<file path="src/rtl/mdu_pkg.sv">
// Shared definitions for the iterative multiply/divide unit: operation codes,
// controller states and the per-operation step count.
package mdu_pkg;
    localparam int MD_ITERATIONS = 32;

    typedef enum logic [2:0] {
        OP_MULT  = 3'd0,
        OP_MULTU = 3'd1,
        OP_DIV   = 3'd2,
        OP_DIVU  = 3'd3,
        OP_MTHI  = 3'd4,
        OP_MTLO  = 3'd5
    } md_op_e;

    typedef enum logic [1:0] {
        S_IDLE = 2'd0,
        S_RUN  = 2'd1,
        S_DONE = 2'd2
    } md_state_e;

    function automatic logic is_div_op(input logic [2:0] op);
        return (op == OP_DIV) || (op == OP_DIVU);
    endfunction
endpackage

</file>
<file path="src/rtl/md_sign_fix.sv">
// Signed-operand handling around the unsigned datapath: operand magnitudes on
// the way in, sign restoration and divide-by-zero result on the way out.
module md_sign_fix
    import mdu_pkg::*;
#(
    parameter int WIDTH = 32
) (
    input  logic [2:0]         op,
    input  logic [WIDTH-1:0]   x,
    input  logic [WIDTH-1:0]   y,
    input  logic [2*WIDTH-1:0] raw,
    output logic [WIDTH-1:0]   mag_x,
    output logic [WIDTH-1:0]   mag_y,
    output logic [WIDTH-1:0]   hi,
    output logic [WIDTH-1:0]   lo
);
    logic               signed_op, sx, sy;
    logic [2*WIDTH-1:0] prod;
    logic [WIDTH-1:0]   quot, rem;

    assign signed_op = (op == OP_MULT) || (op == OP_DIV);
    assign sx        = signed_op & x[WIDTH-1];
    assign sy        = signed_op & y[WIDTH-1];

    // Negating the most negative value wraps to itself, which is exactly 2^31 unsigned.
    assign mag_x = sx ? (~x + 1'b1) : x;
    assign mag_y = sy ? (~y + 1'b1) : y;

    assign prod = (sx ^ sy) ? (~raw + 1'b1) : raw;
    assign quot = (sx ^ sy) ? (~raw[WIDTH-1:0] + 1'b1) : raw[WIDTH-1:0];
    assign rem  = sx ? (~raw[2*WIDTH-1:WIDTH] + 1'b1) : raw[2*WIDTH-1:WIDTH];

    always_comb begin
        hi = rem;
        lo = quot;
        if (!is_div_op(op)) begin
            hi = prod[2*WIDTH-1:WIDTH];
            lo = prod[WIDTH-1:0];
        end else if (y == '0) begin
            // Divide by zero returns the dividend untouched, bypassing sign fixup.
            hi = x;
            lo = '1;
        end
    end
endmodule

</file>
<file path="src/rtl/mult_div_unit.sv">
// Iterative radix-2 multiply/divide unit with architectural HI/LO registers;
// one shared 64-bit shift register and one 33-bit adder serve both operations.
module mult_div_unit
    import mdu_pkg::*;
#(
    parameter int WIDTH = 32
) (
    input  logic             clk,
    input  logic             rst_n,
    input  logic [2:0]       MDOp,
    input  logic             MDStart,
    input  logic [WIDTH-1:0] MDOpX,
    input  logic [WIDTH-1:0] MDOpY,
    output logic             MDBusy,
    output logic             MDDone,
    output logic [WIDTH-1:0] HI,
    output logic [WIDTH-1:0] LO
);
    localparam int CNT_W = $clog2(MD_ITERATIONS);

    md_state_e          state_q, state_d;
    logic [CNT_W-1:0]   cnt_q, cnt_d;
    logic [2:0]         op_q, op_d;
    logic [WIDTH-1:0]   x_q, x_d, y_q, y_d;
    logic [2*WIDTH-1:0] sr_q, sr_d;
    logic [WIDTH-1:0]   hi_q, hi_d, lo_q, lo_d;
    logic               busy_q, busy_d, done_q, done_d;

    logic               idle, div_run;
    logic [2:0]         sf_op;
    logic [WIDTH-1:0]   sf_x, sf_y, mag_x, mag_y, fix_hi, fix_lo;
    logic [WIDTH:0]     add_a, add_b, add_r;
    logic [2*WIDTH-1:0] sr_step;

    // In IDLE the sign logic sees the incoming request so the shift register
    // can be loaded with the dividend/multiplicand magnitude at the start edge.
    assign idle  = (state_q == S_IDLE);
    assign sf_op = idle ? MDOp  : op_q;
    assign sf_x  = idle ? MDOpX : x_q;
    assign sf_y  = idle ? MDOpY : y_q;

    md_sign_fix #(.WIDTH(WIDTH)) u_sign_fix (
        .op    (sf_op),
        .x     (sf_x),
        .y     (sf_y),
        .raw   (sr_step),
        .mag_x (mag_x),
        .mag_y (mag_y),
        .hi    (fix_hi),
        .lo    (fix_lo)
    );

    assign div_run = is_div_op(op_q);
    assign add_a   = div_run ? sr_q[2*WIDTH-1:WIDTH-1] : {1'b0, sr_q[2*WIDTH-1:WIDTH]};
    assign add_b   = {1'b0, mag_y};
    assign add_r   = div_run ? (add_a - add_b) : (add_a + add_b);

    // Remainder stays below the divisor, so bit WIDTH of the difference is a clean borrow.
    always_comb begin
        if (div_run)
            sr_step = add_r[WIDTH] ? {sr_q[2*WIDTH-2:0], 1'b0}
                                   : {add_r[WIDTH-1:0], sr_q[WIDTH-2:0], 1'b1};
        else
            sr_step = sr_q[0] ? {add_r, sr_q[WIDTH-1:1]} : {1'b0, sr_q[2*WIDTH-1:1]};
    end

    always_comb begin
        state_d = state_q;
        cnt_d   = cnt_q;
        op_d    = op_q;
        x_d     = x_q;
        y_d     = y_q;
        sr_d    = sr_q;
        hi_d    = hi_q;
        lo_d    = lo_q;
        busy_d  = busy_q;
        done_d  = done_q;
        case (state_q)
            S_IDLE: begin
                if (MDStart) begin
                    case (MDOp)
                        OP_MULT, OP_MULTU, OP_DIV, OP_DIVU: begin
                            op_d    = MDOp;
                            x_d     = MDOpX;
                            y_d     = MDOpY;
                            sr_d    = {{WIDTH{1'b0}}, mag_x};
                            cnt_d   = '0;
                            state_d = S_RUN;
                            busy_d  = 1'b1;
                        end
                        OP_MTHI: hi_d = MDOpX;
                        OP_MTLO: lo_d = MDOpX;
                        default: ;
                    endcase
                end
            end
            S_RUN: begin
                sr_d  = sr_step;
                cnt_d = cnt_q + 1'b1;
                if (cnt_q == CNT_W'(MD_ITERATIONS - 1)) begin
                    hi_d    = fix_hi;
                    lo_d    = fix_lo;
                    cnt_d   = '0;
                    state_d = S_DONE;
                    done_d  = 1'b1;
                end
            end
            default: begin
                state_d = S_IDLE;
                busy_d  = 1'b0;
                done_d  = 1'b0;
            end
        endcase
    end

    always_ff @(posedge clk or negedge rst_n) begin
        if (!rst_n) begin
            state_q <= S_IDLE;
            cnt_q   <= '0;
            op_q    <= '0;
            x_q     <= '0;
            y_q     <= '0;
            sr_q    <= '0;
            hi_q    <= '0;
            lo_q    <= '0;
            busy_q  <= 1'b0;
            done_q  <= 1'b0;
        end else begin
            state_q <= state_d;
            cnt_q   <= cnt_d;
            op_q    <= op_d;
            x_q     <= x_d;
            y_q     <= y_d;
            sr_q    <= sr_d;
            hi_q    <= hi_d;
            lo_q    <= lo_d;
            busy_q  <= busy_d;
            done_q  <= done_d;
        end
    end

    assign MDBusy = busy_q;
    assign MDDone = done_q;
    assign HI     = hi_q;
    assign LO     = lo_q;
endmodule

</file>
<file path="config.mk">
export PLATFORM = sky130hd
export DESIGN_NAME = mult_div_unit
export DESIGN_NICKNAME = d
export VERILOG_FILES = /design/src/rtl/mdu_pkg.sv /design/src/rtl/md_sign_fix.sv /design/src/rtl/mult_div_unit.sv
export SDC_FILE = /design/constraint.sdc
export NUM_CORES = 1
export LEC_CHECK = 0
export ABC_AREA = 1
export CAP_MARGIN = 10
export CORE_ASPECT_RATIO = 0.9
export CORE_MARGIN = 3
export CORE_UTILIZATION = 45
export CTS_CLUSTER_DIAMETER = 60
export DETAILED_ROUTE_END_ITERATION = 8
export PLACE_DENSITY_LB_ADDON = 0.3
export SLEW_MARGIN = 20
export SYNTH_ARGS = -nofsm -noshare
export SYNTH_HDL_FRONTEND = slang
export SYNTH_SLANG_ARGS = --single-unit
</file>
<file path="constraint.sdc">
create_clock -name clk -period 8.5 [get_ports clk]
set_input_delay 1.7 -clock clk [delete_from_list [all_inputs] [get_ports clk]]
set_output_delay 1.7 -clock clk [all_outputs]
set_load 0.02 [all_outputs]
</file>
==> impl_metrics.py, run 1 <==
metrics = {
    "critical_path": {
        "path_max_fanout": 6,
        "end_kind": "flip-flop",
        "cpPeakStageDelay_ns": 0.43,
        "slowest_stage": "a2111o_1",
        "start_kind": "input port",
        "startpoint": "MDOp[2]",
        "crit_top_cell": "nand2_2",
        "crit_arrival_ns": 8.83,
        "path_class": "input port to flip-flop",
        "reg2reg_from": "state_q[1]",
        "crit_required_ns": 8.97,
    },
    "global_routing": {
        "grt_pass1_wl_mm": 118,
        "grt_pass1_vias": 21200,
        "antenna_found_initial": 3,
        "grt_overflow": 0,
        "grt_max_degree": 80,
        "grt.total_usage_pct": 33.7,
    },
    "synthesis": {
        "syn_area_um2": 18800,
        "syn-instance-count": 3144,
        "yosysMostFrequentCell": "nand2_1",
        "yosys_register_bits": 204,
        "synthArstFlopShare_pct": 100,
        "synthesis.nets": 3258,
        "synth_edf_count": 0,
        "synthDistinctLibCells": 57,
        "syn_avg_cell_area_um2": 5.99,
        "yosysTopAreaCell": "dfrtp_1",
        "netlist_top_cells_area": "dfrtp_1 27%, nand2_1 19%, o21ai_0 8.4%, nor2_1 7.8%, inv_1 7.5%",
        "synth.cells.most_frequent": "976 x nand2_1, 389 x nor2_1, 374 x inv_1",
        "yosysTopAreaCellShare_pct": 27.1,
        "synth_seq_area_share_pct": 27.1,
        "synth-main-ff-cell": "dfrtp_1",
        "ys_warn_count": 0,
    },
    "timing": {
        "relSlewSlack_pct": 27.2,
        "slew_violations": 0,
        "fmax_mhz": 120,
        "clock_skew_ns": 0.0181,
        "fin_crit_sh_pct": 98.4,
        "hold_slack_ns": 0.464,
        "finalSetupViolations": 0,
        "hold_viol": 0,
        "period_needed_ns": 8.37,
        "tightestPinTransition_ns": 1.09,
        "fin_ws_ns": 0.134,
    },
    "final_layout": {
        "drive_gt1_share_pct": 18.3,
        "syn_to_final_growth_pct": 32.5,
        "nets": 3673,
    },
    "floorplan": {
        "dieHeight_um": 200,
        "core.rowCount": 70,
        "start_util_pct": 45.9,
        "die_w_um": 222,
        "ios": 136,
        "core_um2": 41000,
        "design.die.area_um2": 44300,
    },
    "drt": {
        "dr.pass1.iters": 8,
        "vias_per_cell": 5.57,
        "drt.antenna.violating_nets": 0,
        "drc": 0,
        "drt_iter0_markers": 2932,
        "routed_wl_mm": 77.9,
        "wl_per_cell_um": 18.9,
        "num_vias": 22900,
    },
    "cts": {
        "clk_pin_slew_ns": 0.06,
        "clock_sinks": 204,
        "cts_buffers": 29,
        "cts_max_path_buffers": 3,
        "clock-root-buffer": "clkbuf_16",
        "clkLatencyLatePin_ns": 0.59,
        "cts_tree": "yes",
        "htreeDepth": 1,
    },
    "min_path": {
        "hold_path_class": "flip-flop to flip-flop",
        "worstHoldStart": "x_q[4]",
    },
    "placement": {
        "pre_cts_slack_ns": -0.958,
        "io_buffers": 135,
        "place.gp.congestion": 0.991,
        "hpwl_mm": 59.1,
    },
    "run_status": {
        "outcome": "completed",
    },
    "run": {
        "drv_cap": 0,
    },
}
[layer usage]
| layer | vias to the layer above | GRT usage, % | wire length, um |
|---|---|---|---|
| li1 | 10900 | - | - |
| met1 | 10700 | 48.3 | 34300 |
| met2 | 1138 | 50.3 | 32800 |
| met3 | 160 | 7.76 | 8080 |
| met4 | 4 | 11.2 | 2710 |
| met5 | - | 0 | 42 |
[kinds of logic after synthesis]
logic type,count (synthesis),synth area share [%]
fa+ha+maj,44,2.97
buf+inv,517,10.8
xor+xnor,93,4.37
flops,204,27.1
compound gates,631,18.9
simple gates,1655,35.8
[registers in the layout, summed over array words and instances, names as in the netlist]
signal   flops
x_q         32
y_q         32
cnt_q        5
op_q         3
LO          32
state_q      2
MDDone       1
sr_q        64
HI          32
MDBusy       1
[layout make-up]
class / count / area, um2
inverter: 381 / 1440
fill: 3980 / 16000
sequential: 204 / 5100
clock inverter: 16 / 253
clock buffer: 36 / 812
tap: 540 / 676
timing repair buffer: 519 / 4350
multi-input combinational: 2424 / 12300
antenna: 1 / 2.50
[cell usage in the layout (no fill, tap or decap), drive strengths merged, types with 31 or more instances in the layout]
cell and n:
nand2 999, nor2 410, buf 386, inv 386, o21ai 340, dfrtp 204, nand3 170, a21oi 127
clkdlybuf4s50 116, xor2 65, o22ai 52, ha 43, nor3 42, clkbuf 38, o211ai 31
[stage by stage]
stage               cells  area, um2  utilization (%)  TNS (ns)
floorplan            3144      18800                -         0
global placement     4014      22800             55.6    -10.62
detailed placement   4014      22800             55.6    -17.35
CTS                  4085      24100             58.7         0
global route         4120      24900             60.8     -1.68
finish               4121      24900             60.9         0
[worst max-delay path, delay by kind of cell]
kind / cells / cell delay (ns)
buffers and inverters: 9 / 0.76
XOR/XNOR: 2 / 0.39
adder cells (fa/ha/maj): 2 / 0.45
AND/OR/NAND/NOR: 35 / 4.33
AO/OA/AOI/OAI: 6 / 1.14
[path summary, 6_finish.rpt]
check,to,cells after the start,slack [ns]
max,HI[30],54,0.13
min,x_q[4],2,0.46
max reg2reg,HI[30],54,0.27
min reg2reg,x_q[4],2,0.46
max in group asynchronous,cnt_q[4],2,5.99
min in group asynchronous,y_q[1],1,1.10
[what timing repair did]
action,CTS,global route
hold buffers,0,0
setup buffers,18,35
endpoints found under the setup margin,16,37
resized for setup,13,192
cloned,1,0
pin swaps,10,84
Power of run 1 is not shown: default switching activity piles up to over one toggle a cycle in this logic, so the estimate is an artifact.
==> run 2: changes to the inputs <==
Settings changed: MAX_ROUTING_LAYER set to met4, RECOVER_POWER set to 25.
==> run 2 against run 1 <==
The flow now finishes with violations (max-capacitance violations, max-slew violations). Sequential share of layout area up 0.18 points. Critical path depth down 1. Non-clock buffer count down 20. Final cell count down 0.41%. Core utilization down 0.53 points. First-iteration DRC count down 3.4%. Count of clock-buffer cells in the layout down 3. Fmax up 2.7%. Register-to-register slack better by 0.26 ns. Final area down 0.88%. Setup slack better by 0.22 ns. Clock skew down 0.0019 ns. Critical path type unchanged. Largest cell class unchanged.
==> impl_metrics.py, run 2 (synthesis results as in run 1) <==
metrics = {
    "critical_path": {
        "crit_top_cell": "nand2_2",
        "slowest_stage": "a2111o_1",
        "cp_num_buf_inv": 10,
        "cpPeakStageDelay_ns": 0.44,
        "crit_arrival_ns": 8.66,
        "cp_top_family": "simple AND/OR/NAND/NOR gates",
        "start_kind": "input port",
        "path_max_fanout": 4,
        "end_kind": "flip-flop",
        "crit_required_ns": 9.02,
        "path_class": "input port to flip-flop",
    },
    "final_layout": {
        "most-common-layout-cells": "936 x nand2_1, 365 x nor2_1, 356 x inv_1",
        "largest_reg_flops": 64,
        "mostFrequentLayoutCell": "nand2_1",
        "drive_gt1_share_pct": 17.1,
        "top_register": "sr_q",
        "filler_cell_count": 3922,
        "utilization_pct": 60.3,
        "nets": 3653,
        "syn_to_final_growth_pct": 31.4,
    },
    "global_routing": {
        "busiest_layer": "met2",
        "grt_pass1_vias": 21400,
        "grt_max_degree": 98,
        "antenna_found_initial": 2,
        "use_met1_pct": 47.9,
        "met3_usage_pct": 6.59,
        "grt.total_usage_pct": 34.4,
        "grt_overflow": 0,
        "grt_pass1_wl_mm": 118,
        "met2_usage_pct": 51.0,
    },
    "timing": {
        "tightestPinTransition_ns": 5.97,
        "rsz0062_at_grt": "yes",
        "relSlewSlack_pct": -298,
        "hold_viol": 0,
        "fmax_mhz": 123,
        "period_needed_ns": 8.14,
        "fin_ws_ns": 0.356,
        "finalSetupViolations": 0,
        "slew_violations": 145,
        "clock_skew_ns": 0.0163,
        "fin_crit_sh_pct": 95.8,
        "hold_slack_ns": 0.473,
    },
    "placement": {
        "hpwl_mm": 58.7,
        "io_buffers": 135,
        "pre_cts_slack_ns": -1.14,
        "place.gp.congestion": 1.01,
    },
    "cts": {
        "cts_buffers": 29,
        "htreeDepth": 1,
        "clkLatencyLatePin_ns": 0.59,
        "clk_pin_slew_ns": 0.06,
        "clock-root-buffer": "clkbuf_16",
        "cts_max_path_buffers": 3,
        "cts_tree": "yes",
        "clock_sinks": 204,
        "hold_buffers": 0,
    },
    "run_status": {
        "outcome": "complete, but fails checks",
        "failed_checks": "max-capacitance violations, max-slew violations",
    },
    "drt": {
        "drt_iter0_markers": 2832,
        "routed_wl_mm": 77.6,
        "num_vias": 23200,
        "wl_per_cell_um": 18.9,
        "vias_per_cell": 5.64,
        "drt.antenna.violating_nets": 0,
        "dr.pass1.iters": 7,
        "drc": 0,
    },
    "floorplan": {
        "dieHeight_um": 200,
        "design.die.area_um2": 44300,
        "core.rowCount": 70,
        "start_util_pct": 45.9,
        "core_um2": 41000,
        "die_w_um": 222,
        "ios": 136,
    },
    "run": {
        "drv_cap": 2,
    },
    "min_path": {
        "hold_path_class": "flip-flop to flip-flop",
    },
}
[run 2: layout make-up]
cell class / instances / area, um2 / share of cell area (%)
clock buffers: 33 / 761 / 3.08
repair buffers: 499 / 4180 / 16.9
clock inverters: 21 / 297 / 1.20
diodes: 2 / 5.00 / 0.0202
inverters: 381 / 1440 / 5.83
flip-flops and latches: 204 / 5100 / 20.6
multi-input cells: 2424 / 12300 / 49.6
well taps: 540 / 676 / 2.73
[run 2: through the flow]
step | cells | setup TNS (ns) | area [um2]
2_1_floorplan | 3144 | 0 | 18800
3_3_place_gp | 4005 | -16.73 | 22700
3_5_place_dp | 4005 | -25.40 | 22700
4_1_cts | 4068 | 0 | 23900
5_1_grt | 4104 | -0.784 | 24700
6_report | 4104 | 0 | 24700
[run 2: worst reg2reg max path: cells and delay by family (launching register included)]
| kind | cells | cell delay [ns] |
|---|---|---|
| flops | 1 | 0.52 |
| simple gates | 30 | 3.46 |
| compound gates | 8 | 1.67 |
| buf+inv | 11 | 1.24 |
| xor+xnor | 2 | 0.38 |
| fa+ha+maj | 3 | 0.64 |
[run 2: metal layers]
layer	part of all wire, %	up-vias
li1	-	10900
met1	43	10800
met2	43	1234
met3	10	191
met4	3.4	0
met5	0	-
[run 2: worst paths after layout]
kind | cells after the start | endpoint | startpoint | slack (ns)
min in group asynchronous | 1 | sr_q[54] | rst_n | 3.27
hold / removal | 2 | y_q[26] | y_q[26] | 0.47
setup / recovery | 53 | HI[12] | MDOpY[1] | 0.36
max in group asynchronous | 2 | x_q[15] | rst_n | 1.63
setup reg to reg | 54 | HI[12] | state_q[1] | 0.53
hold reg to reg | 2 | y_q[26] | y_q[26] | 0.47
[run 2: timing repair]
action,in CTS,in global routing
gates cloned,1,0
endpoints found under the setup margin,17,37
pin swaps,8,79
resized for setup,17,164
buffers inserted,8,33
Power of run 2 is left out for the same reason.
